**config.mk**
```make
export PLATFORM = sky130hd
export DESIGN_NAME = nibble_serial_adder_flat
export DESIGN_NICKNAME = d
export VERILOG_FILES = /design/src/rtl/nibble_serial_adder_if.sv /design/src/rtl/nibble_serial_adder.sv /design/src/flat_wrapper.sv
export SDC_FILE = /design/constraint.sdc
export NUM_CORES = 1
export LEC_CHECK = 0
export ABC_CLOCK_PERIOD_IN_PS = 1900
export CORE_UTILIZATION = 55
export CTS_CLUSTER_SIZE = 25
export DETAILED_ROUTE_END_ITERATION = 8
export DONT_BUFFER_PORTS = 1
export PLACE_DENSITY = 0.7
export SYNTH_ARGS = -nofsm -noshare
export SYNTH_HDL_FRONTEND = slang
export SYNTH_SLANG_ARGS = --single-unit
```
**constraint.sdc**
```tcl
create_clock -name clk -period 1.9 [get_ports clk]
set_input_delay 0.38 -clock clk [delete_from_list [all_inputs] [get_ports clk]]
set_output_delay 0.38 -clock clk [all_outputs]
set_load 0.02 [all_outputs]
```
**src/rtl/nibble_serial_adder_if.sv**
```systemverilog
// Operand/result handshake bundle for nibble_serial_adder.
// The op_sub field exists only when NSA_SUB_EN is defined.
interface nibble_serial_adder_if #(
    parameter int N_NIBBLES = 4
) ();
    localparam int W = 4 * N_NIBBLES;

    logic         in_valid;
    logic         in_ready;
    logic [W-1:0] op_a;
    logic [W-1:0] op_b;
    logic         op_cin;
`ifdef NSA_SUB_EN
    logic         op_sub;
`endif
    logic         out_valid;
    logic         out_ready;
    logic [W-1:0] sum;
    logic         cout;

`ifdef NSA_SUB_EN
    modport master (
        output in_valid, op_a, op_b, op_cin, op_sub, out_ready,
        input  in_ready, out_valid, sum, cout
    );
    modport slave (
        input  in_valid, op_a, op_b, op_cin, op_sub, out_ready,
        output in_ready, out_valid, sum, cout
    );
`else
    modport master (
        output in_valid, op_a, op_b, op_cin, out_ready,
        input  in_ready, out_valid, sum, cout
    );
    modport slave (
        input  in_valid, op_a, op_b, op_cin, out_ready,
        output in_ready, out_valid, sum, cout
    );
`endif
endinterface

```
**src/rtl/nibble_serial_adder.sv**
```systemverilog
// Multi-nibble add sequencer driving an external 4-bit adder, LSB nibble first.
// Define NSA_SUB_EN to add subtraction (op_sub) support.
module nibble_serial_adder #(
    parameter int N_NIBBLES = 4
) (
    input  logic                         clk,
    input  logic                         rst_n,
    nibble_serial_adder_if.slave         bus,
    output logic [3:0]                   add_a,
    output logic [3:0]                   add_b,
    output logic                         add_cin,
    input  logic [3:0]                   add_s,
    input  logic                         add_cout
);
    localparam int W     = 4 * N_NIBBLES;
    localparam int IDX_W = $clog2(N_NIBBLES);

    typedef enum logic [1:0] {
        ST_IDLE = 2'd0,
        ST_RUN  = 2'd1,
        ST_DONE = 2'd2
    } state_t;

    state_t             state_r;
    state_t             state_next_s;
    logic [IDX_W-1:0]   idx_r;
    logic               carry_r;
    logic [W-1:0]       a_r;
    logic [W-1:0]       b_r;
    logic [W-1:0]       sum_r;
    logic               cout_r;
    logic [W-1:0]       b_load_s;
    logic               cin_load_s;
    logic               last_s;
    logic               run_s;

    // Operand conditioning at accept: subtraction is A + ~B + 1
    always_comb begin
        b_load_s   = bus.op_b;
        cin_load_s = bus.op_cin;
`ifdef NSA_SUB_EN
        if (bus.op_sub) begin
            b_load_s   = ~bus.op_b;
            cin_load_s = 1'b1;
        end else begin
            b_load_s   = bus.op_b;
            cin_load_s = bus.op_cin;
        end
`endif
    end

    assign last_s = (idx_r == IDX_W'(N_NIBBLES - 1));

    // Next-state logic
    always_comb begin
        state_next_s = state_r;
        case (state_r)
            ST_IDLE: begin
                if (bus.in_valid) begin
                    state_next_s = ST_RUN;
                end else begin
                    state_next_s = ST_IDLE;
                end
            end
            ST_RUN: begin
                if (last_s) begin
                    state_next_s = ST_DONE;
                end else begin
                    state_next_s = ST_RUN;
                end
            end
            ST_DONE: begin
                if (bus.out_ready) begin
                    state_next_s = ST_IDLE;
                end else begin
                    state_next_s = ST_DONE;
                end
            end
            default: state_next_s = ST_IDLE;
        endcase
    end

    // State, operand shift registers, carry and result accumulation
    always_ff @(posedge clk) begin
        if (!rst_n) begin
            state_r <= ST_IDLE;
            idx_r   <= '0;
            carry_r <= 1'b0;
            a_r     <= '0;
            b_r     <= '0;
            sum_r   <= '0;
            cout_r  <= 1'b0;
        end else begin
            state_r <= state_next_s;
            case (state_r)
                ST_IDLE: begin
                    if (bus.in_valid) begin
                        a_r     <= bus.op_a;
                        b_r     <= b_load_s;
                        carry_r <= cin_load_s;
                        idx_r   <= '0;
                    end
                end
                ST_RUN: begin
                    sum_r[{idx_r, 2'b00} +: 4] <= add_s;
                    carry_r <= add_cout;
                    a_r     <= a_r >> 4;
                    b_r     <= b_r >> 4;
                    idx_r   <= idx_r + IDX_W'(1);
                    if (last_s) begin
                        cout_r <= add_cout;
                    end
                end
                default: begin
                end
            endcase
        end
    end

    // Adder stimulus comes only from flops, so add_s/add_cout never loop back combinationally
    assign run_s         = rst_n && (state_r == ST_RUN);
    assign add_a         = run_s ? a_r[3:0] : 4'b0000;
    assign add_b         = run_s ? b_r[3:0] : 4'b0000;
    assign add_cin       = run_s ? carry_r  : 1'b0;

    assign bus.in_ready  = rst_n && (state_r == ST_IDLE);
    assign bus.out_valid = rst_n && (state_r == ST_DONE);
    assign bus.sum       = sum_r;
    assign bus.cout      = cout_r;
endmodule

```
**src/flat_wrapper.sv**
```systemverilog
// flat-port wrapper written by rule: the top's interface ports become plain ports
module nibble_serial_adder_flat 
#(
    parameter int N_NIBBLES = 4
)
  (clk, rst_n, add_a, add_b, add_cin, add_s, add_cout, bus_in_valid, bus_op_a, bus_op_b, bus_op_cin, bus_out_ready, bus_in_ready, bus_out_valid, bus_sum, bus_cout);
  nibble_serial_adder_if #(.N_NIBBLES(N_NIBBLES)) bus_i ();
  input  logic clk;
  input  logic rst_n;
  output logic [3:0] add_a;
  output logic [3:0] add_b;
  output logic add_cin;
  input  logic [3:0] add_s;
  input  logic add_cout;
  input wire logic [$bits(bus_i.in_valid)-1:0] bus_in_valid;
  input wire logic [$bits(bus_i.op_a)-1:0] bus_op_a;
  input wire logic [$bits(bus_i.op_b)-1:0] bus_op_b;
  input wire logic [$bits(bus_i.op_cin)-1:0] bus_op_cin;
  input wire logic [$bits(bus_i.out_ready)-1:0] bus_out_ready;
  output wire logic [$bits(bus_i.in_ready)-1:0] bus_in_ready;
  output wire logic [$bits(bus_i.out_valid)-1:0] bus_out_valid;
  output wire logic [$bits(bus_i.sum)-1:0] bus_sum;
  output wire logic [$bits(bus_i.cout)-1:0] bus_cout;
  assign bus_i.in_valid = bus_in_valid;
  assign bus_i.op_a = bus_op_a;
  assign bus_i.op_b = bus_op_b;
  assign bus_i.op_cin = bus_op_cin;
  assign bus_i.out_ready = bus_out_ready;
  assign bus_in_ready = bus_i.in_ready;
  assign bus_out_valid = bus_i.out_valid;
  assign bus_sum = bus_i.sum;
  assign bus_cout = bus_i.cout;
  nibble_serial_adder #(.N_NIBBLES(N_NIBBLES)) u_core (.clk(clk), .rst_n(rst_n), .bus(bus_i), .add_a(add_a), .add_b(add_b), .add_cin(add_cin), .add_s(add_s), .add_cout(add_cout));
endmodule
```
# Yosys cells after proc, flatten, opt, wreduce, memory -nomap -nowiden
# Index checks and enable logic that the tools add are counted.
totals:
  register_bits: 54
  latchBits: 0
  ramBits: 0
  mem_bits_ro: 0
  in_bits: 42
  out_inout_bits: 28
  elab_cells: 38
  n_memories: 0
classes:
  addsub: 2
  mul: 0
  div: 0
  order_cmp: 0
  n_eq_ne: 4
  shifts: 2
  mux: 16
  bitwise: 0
  reduce_logical: 7
op_table:
  columns: ["cell", "n"]
  rows:
  - ["one-hot mux 16 bit (2 select lines)", 2]
  - ["2-to-1 mux 16 bit", 2]
  - ["bitwise mux 16 bit", 1]
  - ["variable shift 4 x 6 -> 16 bit, first input constant", 1]
  - ["variable part select 4 x 6 -> 16 bit", 1]
  - ["2-to-1 mux 4 bit", 2]
  - ["2-to-1 mux 2 bit", 3]
  - ["negator 4 -> 6 bit", 1]
  - ["one-hot mux 2 bit (3 select lines)", 1]
  - ["equality test 2 bit, second input constant", 2]
  - ["one-hot mux 2 bit (2 select lines)", 1]
  - ["AND reduction 2 bit", 2]
  - ["logical AND 1 bit", 3]
  - ["2-to-1 mux 1 bit", 3]
  - ["adder 2 x 1 -> 2 bit, second input constant", 1]
  - ["equality test 2 x 1 -> 1 bit, second input constant", 1]
  - ["zero test 2 bit", 1]
  - ["!= test 2 bit, second input constant", 1]
  - ["one-hot mux 1 bit (2 select lines)", 1]
  - ["nonzero test 2 bit", 1]

# Longest topological paths before layout
depth:
  word_depth: 3
  depth_mapped: 6
  mapped_depth_nobuf: 5

# Least setup slack after synthesis
# Ideal clock, no wire load.
synth_timing:
  kind: "reg-to-output"
  startpoint: "register u_core.state_r[0]"
  endpoint: "output port add_a[0]"
  t_arrival_ps: 1099
  slack_ps: 421
  stages_incl_launch_ff: 5
  n_path_buf: 2
  path_cell_list: "dfxtp_1 > buf_6 > nor2b_4 > clkbuf_1 > and3_1"
synth_between:
  elab_chain_cells: 3
synth_lines:
  columns: ["element", "line", "text"]
  rows:
  - ["start, declared", "nibble_serial_adder.sv:24", "state_t state_r;"]
  - ["start signal, assigned", "nibble_serial_adder.sv:94", "state_r <= state_next_s;"]
  - ["equality test 2 x 1 -> 1 bit", "nibble_serial_adder.sv:121", "assign run_s = rst_n && (state_r == ST_RUN);"]
  - ["logical AND 1 bit", "nibble_serial_adder.sv:121", null]
  - ["2-to-1 mux 4 bit", "nibble_serial_adder.sv:122", "assign add_a = run_s ? a_r[3:0] : 4'b0000;"]
  - ["end, declared", "flat_wrapper.sv:10", "output logic [3:0] add_a;"]
# Every way passes these cells.

# Final worst setup path
layout_timing:
  startpoint: "register u_core.state_r[1]"
  endpoint: "output port add_b[3]"
layout_between:
  elab_chain_cells: 3
layout_lines:
  columns: ["element", "line", "text"]
  rows:
  - ["equality test 2 x 1 -> 1 bit", "nibble_serial_adder.sv:121", null]
  - ["logical AND 1 bit", "nibble_serial_adder.sv:121", null]
  - ["2-to-1 mux 4 bit", "nibble_serial_adder.sv:123", "assign add_b = run_s ? b_r[3:0] : 4'b0000;"]
  - ["end, declared", "flat_wrapper.sv:11", "output logic [3:0] add_b;"]
# Every way passes these cells.

==> run summary <==
The top cell types in the final layout, fill and taps aside, are sky130_fd_sc_hd__dfxtp_1 (53), sky130_fd_sc_hd__nand2_1 (45), sky130_fd_sc_hd__mux2i_1 (27). The via count of the first global-routing pass is 1667, and the number of synthesis warnings is 0. In this run the critical register-to-register path is launched from u_core.idx_r[0]$_SDFFE_PN0P_. The share of total power in sequential cells was 0.577; the power per unit of standard cell area was 842 nW/µm². Routability-driven placement finished with a final weighted congestion of 0.810. The maximum VDD drop is 0.434 mV, and the final critical path time including I/O delays and setup is 1.75 ns. The number of clock buffers inserted by TritonCTS came out at 5.

The run gives 2 as the maximum buffer depth of the clock tree. The instance area after placement is 2450 µm². The logs give 0.30 ns for the clock insertion delay at the later pin of the skew report and 2500 µm² for the total standard cell area after synthesis.

The initialized floorplan defines 24 standard-cell rows. The net load switching power was 532 µW; the reported max-cap violation count was 0. The final layout net count is 291.

For the post-route core utilization, the log shows 0.586. Kind of critical path: reg2out. The tools report the post-detailed-route DRC marker count as 0. For the synthesized netlist net count, the log shows 300. The logs give 0.647 for the worst slew margin relative to its limit and 0 for the post-CTS setup buffer count.

The top-area cell type share of the netlist area works out to 0.432. Sorting the synthesized cells by area gives the leading types as sky130_fd_sc_hd__dfxtp_1 (43%), sky130_fd_sc_hd__mux2i_1 (11%), sky130_fd_sc_hd__o211a_1 (10%). Register-to-register setup slack: 0.30 ns. The min-delay analysis places its worst path in the category in2reg. Of all cell types, the one taking the most synthesized area is sky130_fd_sc_hd__dfxtp_1. In this run the tool buffered the top-level ports with 0 buffer cells.

The critical path startpoint category is a flip-flop. The number of antenna violations at the first check in global routing was 0. The worst register-to-register path ends at u_core.bus.sum[13]$_SDFFE_PN0P_. After global routing the overflow that remains totals 0. Remaining antenna violation count after routing: 0. The total count of hold-check failures in the final report is 0. The tools report the required time of the critical path as 1.52 ns. After routing the design area is 2550 µm². In the synthesized netlist, the number of instances is 252. Once the clock tree was built, the resizer swapped 0 gates to a different size. The placeable core area was 4350 µm².

For the starting density of the core, the log shows 0.575. The detailed router finished its first iteration with 73 violations. After detailed routing, the number of vias per cell comes to 5.94.

The worst setup path is captured at a primary output. In this run the static leakage power is 1.25 nW. The proportion of synthesized chip area in sequential cells came out at 0.432. The number of different library cells used by synthesis comes to 31. The commonest non-fill, non-tap cell in the layout is sky130_fd_sc_hd__dfxtp_1. Area growth from synthesis to layout: 1.95%. The post-synthesis area per instance is 9.93 µm², and the maximum number of pins on one net before global-route repair is 69. The final antenna diode count is 0, and the flop and latch count out of synthesis is 54.

The number of max-slew violations in the final report came out at 0. TritonCTS built the clock tree. The critical-path maximum fanout is 12.

Setup total negative slack on the finished layout was measured at 0 ns. Dividing the detail-routed wire length by the instance count gives 16.2 µm. The share of layout cells above drive strength 1 was 0.0656. The tree built by TritonCTS fans out to 54 sinks. Global router's overall resource usage: 0.204. The first element of the critical path is u_core.state_r[1]$_SDFF_PN0_. The floorplan step set the die height to 69.5 µm. The combinational share of power came out at 0.123. The run finished with clean final reports. The maximum level of the CTS H-tree came out at 2.

Setup violations remaining at the end of the flow were counted as 0. Buffers inserted to repair hold after CTS numbered 0. The clock-pin slew on the worst setup and hold paths works out to 0.09 ns.

The tools report the cell at the root of the clock tree as sky130_fd_sc_hd__clkbuf_8. For the final database, setup skew stands at 0.00263 ns. The critical path ends at add_b[3]. The floorplan step set the die width to 69.5 µm. Counting cells, the worst reg-to-reg path comes to 5. The first global-routing pass estimated 7870 µm of wire. Summing over every cut layer, the via total after detailed routing is 1758.

70 I/O pins were placed. The actual slew at the worst max-slew pin is 0.527 ns, and the total die area is 4820 µm². Detailed placement finished with a half-perimeter wire length of 3240 µm.

The final clock period utilization by the worst path is 0.923. Data on the critical path arrives at its endpoint at 1.37 ns. The pre-antenna-repair detailed-routing pass consisted of 4 iterations.

Static timing analysis puts the maximum clock frequency at 0.570 GHz. The post-route total power was 2.15 mW; the clock network fraction of design power was 0.300. Setup repair after global routing left no endpoint under its margin. The logs give 4780 µm for the total detailed-routing wirelength and 1.62 mW for the cell internal power dissipation. The switching share of power was 0.248.
==> per-layer routing <==
layer / vias to the layer above / global-route usage / part of all wire
met5: - / 0 / 0
li1: 885 / - / -
met2: 48 / 0.330 / 0.46
met3: 5 / 0.0683 / 0.072
met1: 820 / 0.257 / 0.46
met4: 0 / 0.0612 / 0.011
==> registers in the layout (all words and copies together) (netlist names) <==
register / count
u_core.bus.sum: 16
u_core.a_r: 16
u_core.state_r: 2
u_core.idx_r: 2
u_core.b_r: 16
u_core.carry_r: 1
u_core.bus.cout: 1
==> logic make-up (layout without fill, tap and decap cells) <==
family / Yosys count / after routing / share of synthesized area
simple gates: 87 / 87 / 0.178
compound gates: 55 / 55 / 0.186
flops: 54 / 54 / 0.432
mux: 27 / 27 / 0.108
buf+inv: 23 / 15 / 0.0650
fa+ha+maj: 6 / 6 / 0.0300
==> final cells by class <==
type                    count  area [µm²]
repair buffers              4        42.5
clock buffers               7        86.3
fillers                   372        1800
multi-input cells         175        1260
well taps                  52        65.1
clock inverters             1        5.00
flip-flops and latches     54        1080
inverters                   3        11.3
==> synth_stat cells, drive strengths merged <==
library cell / number
dfxtp: 54
nand2: 45
mux2i: 27
o211a: 26
o22ai: 14
buf: 13
nor2b: 13
a22oi: 9
and3: 9
clkbuf: 7
ha: 6
nor2: 5
nand4: 4
a21boi: 3
and3b: 3
inv: 3
nand2b: 2
and2: 1
and4: 1
nand3: 1
nand3b: 1
nor3b: 1
o21a: 1
o21ba: 1
o21bai: 1
or3b: 1
==> stage by stage <==
step	std cells	hold WS [ns]	worst slack [ns]
final	296	0.204	0.147
after floorplan	252	0.464	0.421
after global routing	296	0.189	0.0323
after global placement	287	0.472	0.359
after CTS	295	0.194	0.0572
after detailed placement	287	0.480	0.296
==> how the worst min path moves through the flow <==
stage                                     from                          to  slack, ns  cells past startpoint
finish                                   rst_n  u_core.a_r[0]$_SDFFE_PN0P_       0.20                      1
global route                             rst_n  u_core.a_r[4]$_SDFFE_PN0P_       0.19                      1
CTS                                      rst_n  u_core.a_r[5]$_SDFFE_PN0P_       0.19                      1
detailed placement  u_core.b_r[0]$_SDFFE_PN0P_  u_core.b_r[0]$_SDFFE_PN0P_       0.48                      1
global placement    u_core.b_r[3]$_SDFFE_PN0P_  u_core.b_r[3]$_SDFFE_PN0P_       0.47                      1
floorplan           u_core.a_r[0]$_SDFFE_PN0P_  u_core.a_r[0]$_SDFFE_PN0P_       0.46                      1
==> worst max-delay path: stages, from the launching register on <==
cell and delay [ns]:
sky130_fd_sc_hd__dfxtp_1 0.42, sky130_fd_sc_hd__nor2b_4 0.31, sky130_fd_sc_hd__and3_1 0.34
==> power by group through the flow <==
| stage | clock network, mW | registers [mW] | logic (mW) |
|---|---|---|---|
| detailed placement | 0 | 1.27 | 0.265 |
| global route | 0.700 | 1.25 | 0.295 |
| finish | 0.644 | 1.24 | 0.264 |
| floorplan | 0 | 1.26 | 0.261 |
| global placement | 0 | 1.26 | 0.259 |
| CTS | 0.669 | 1.24 | 0.266 |
Power figures use the tool's default switching activity.
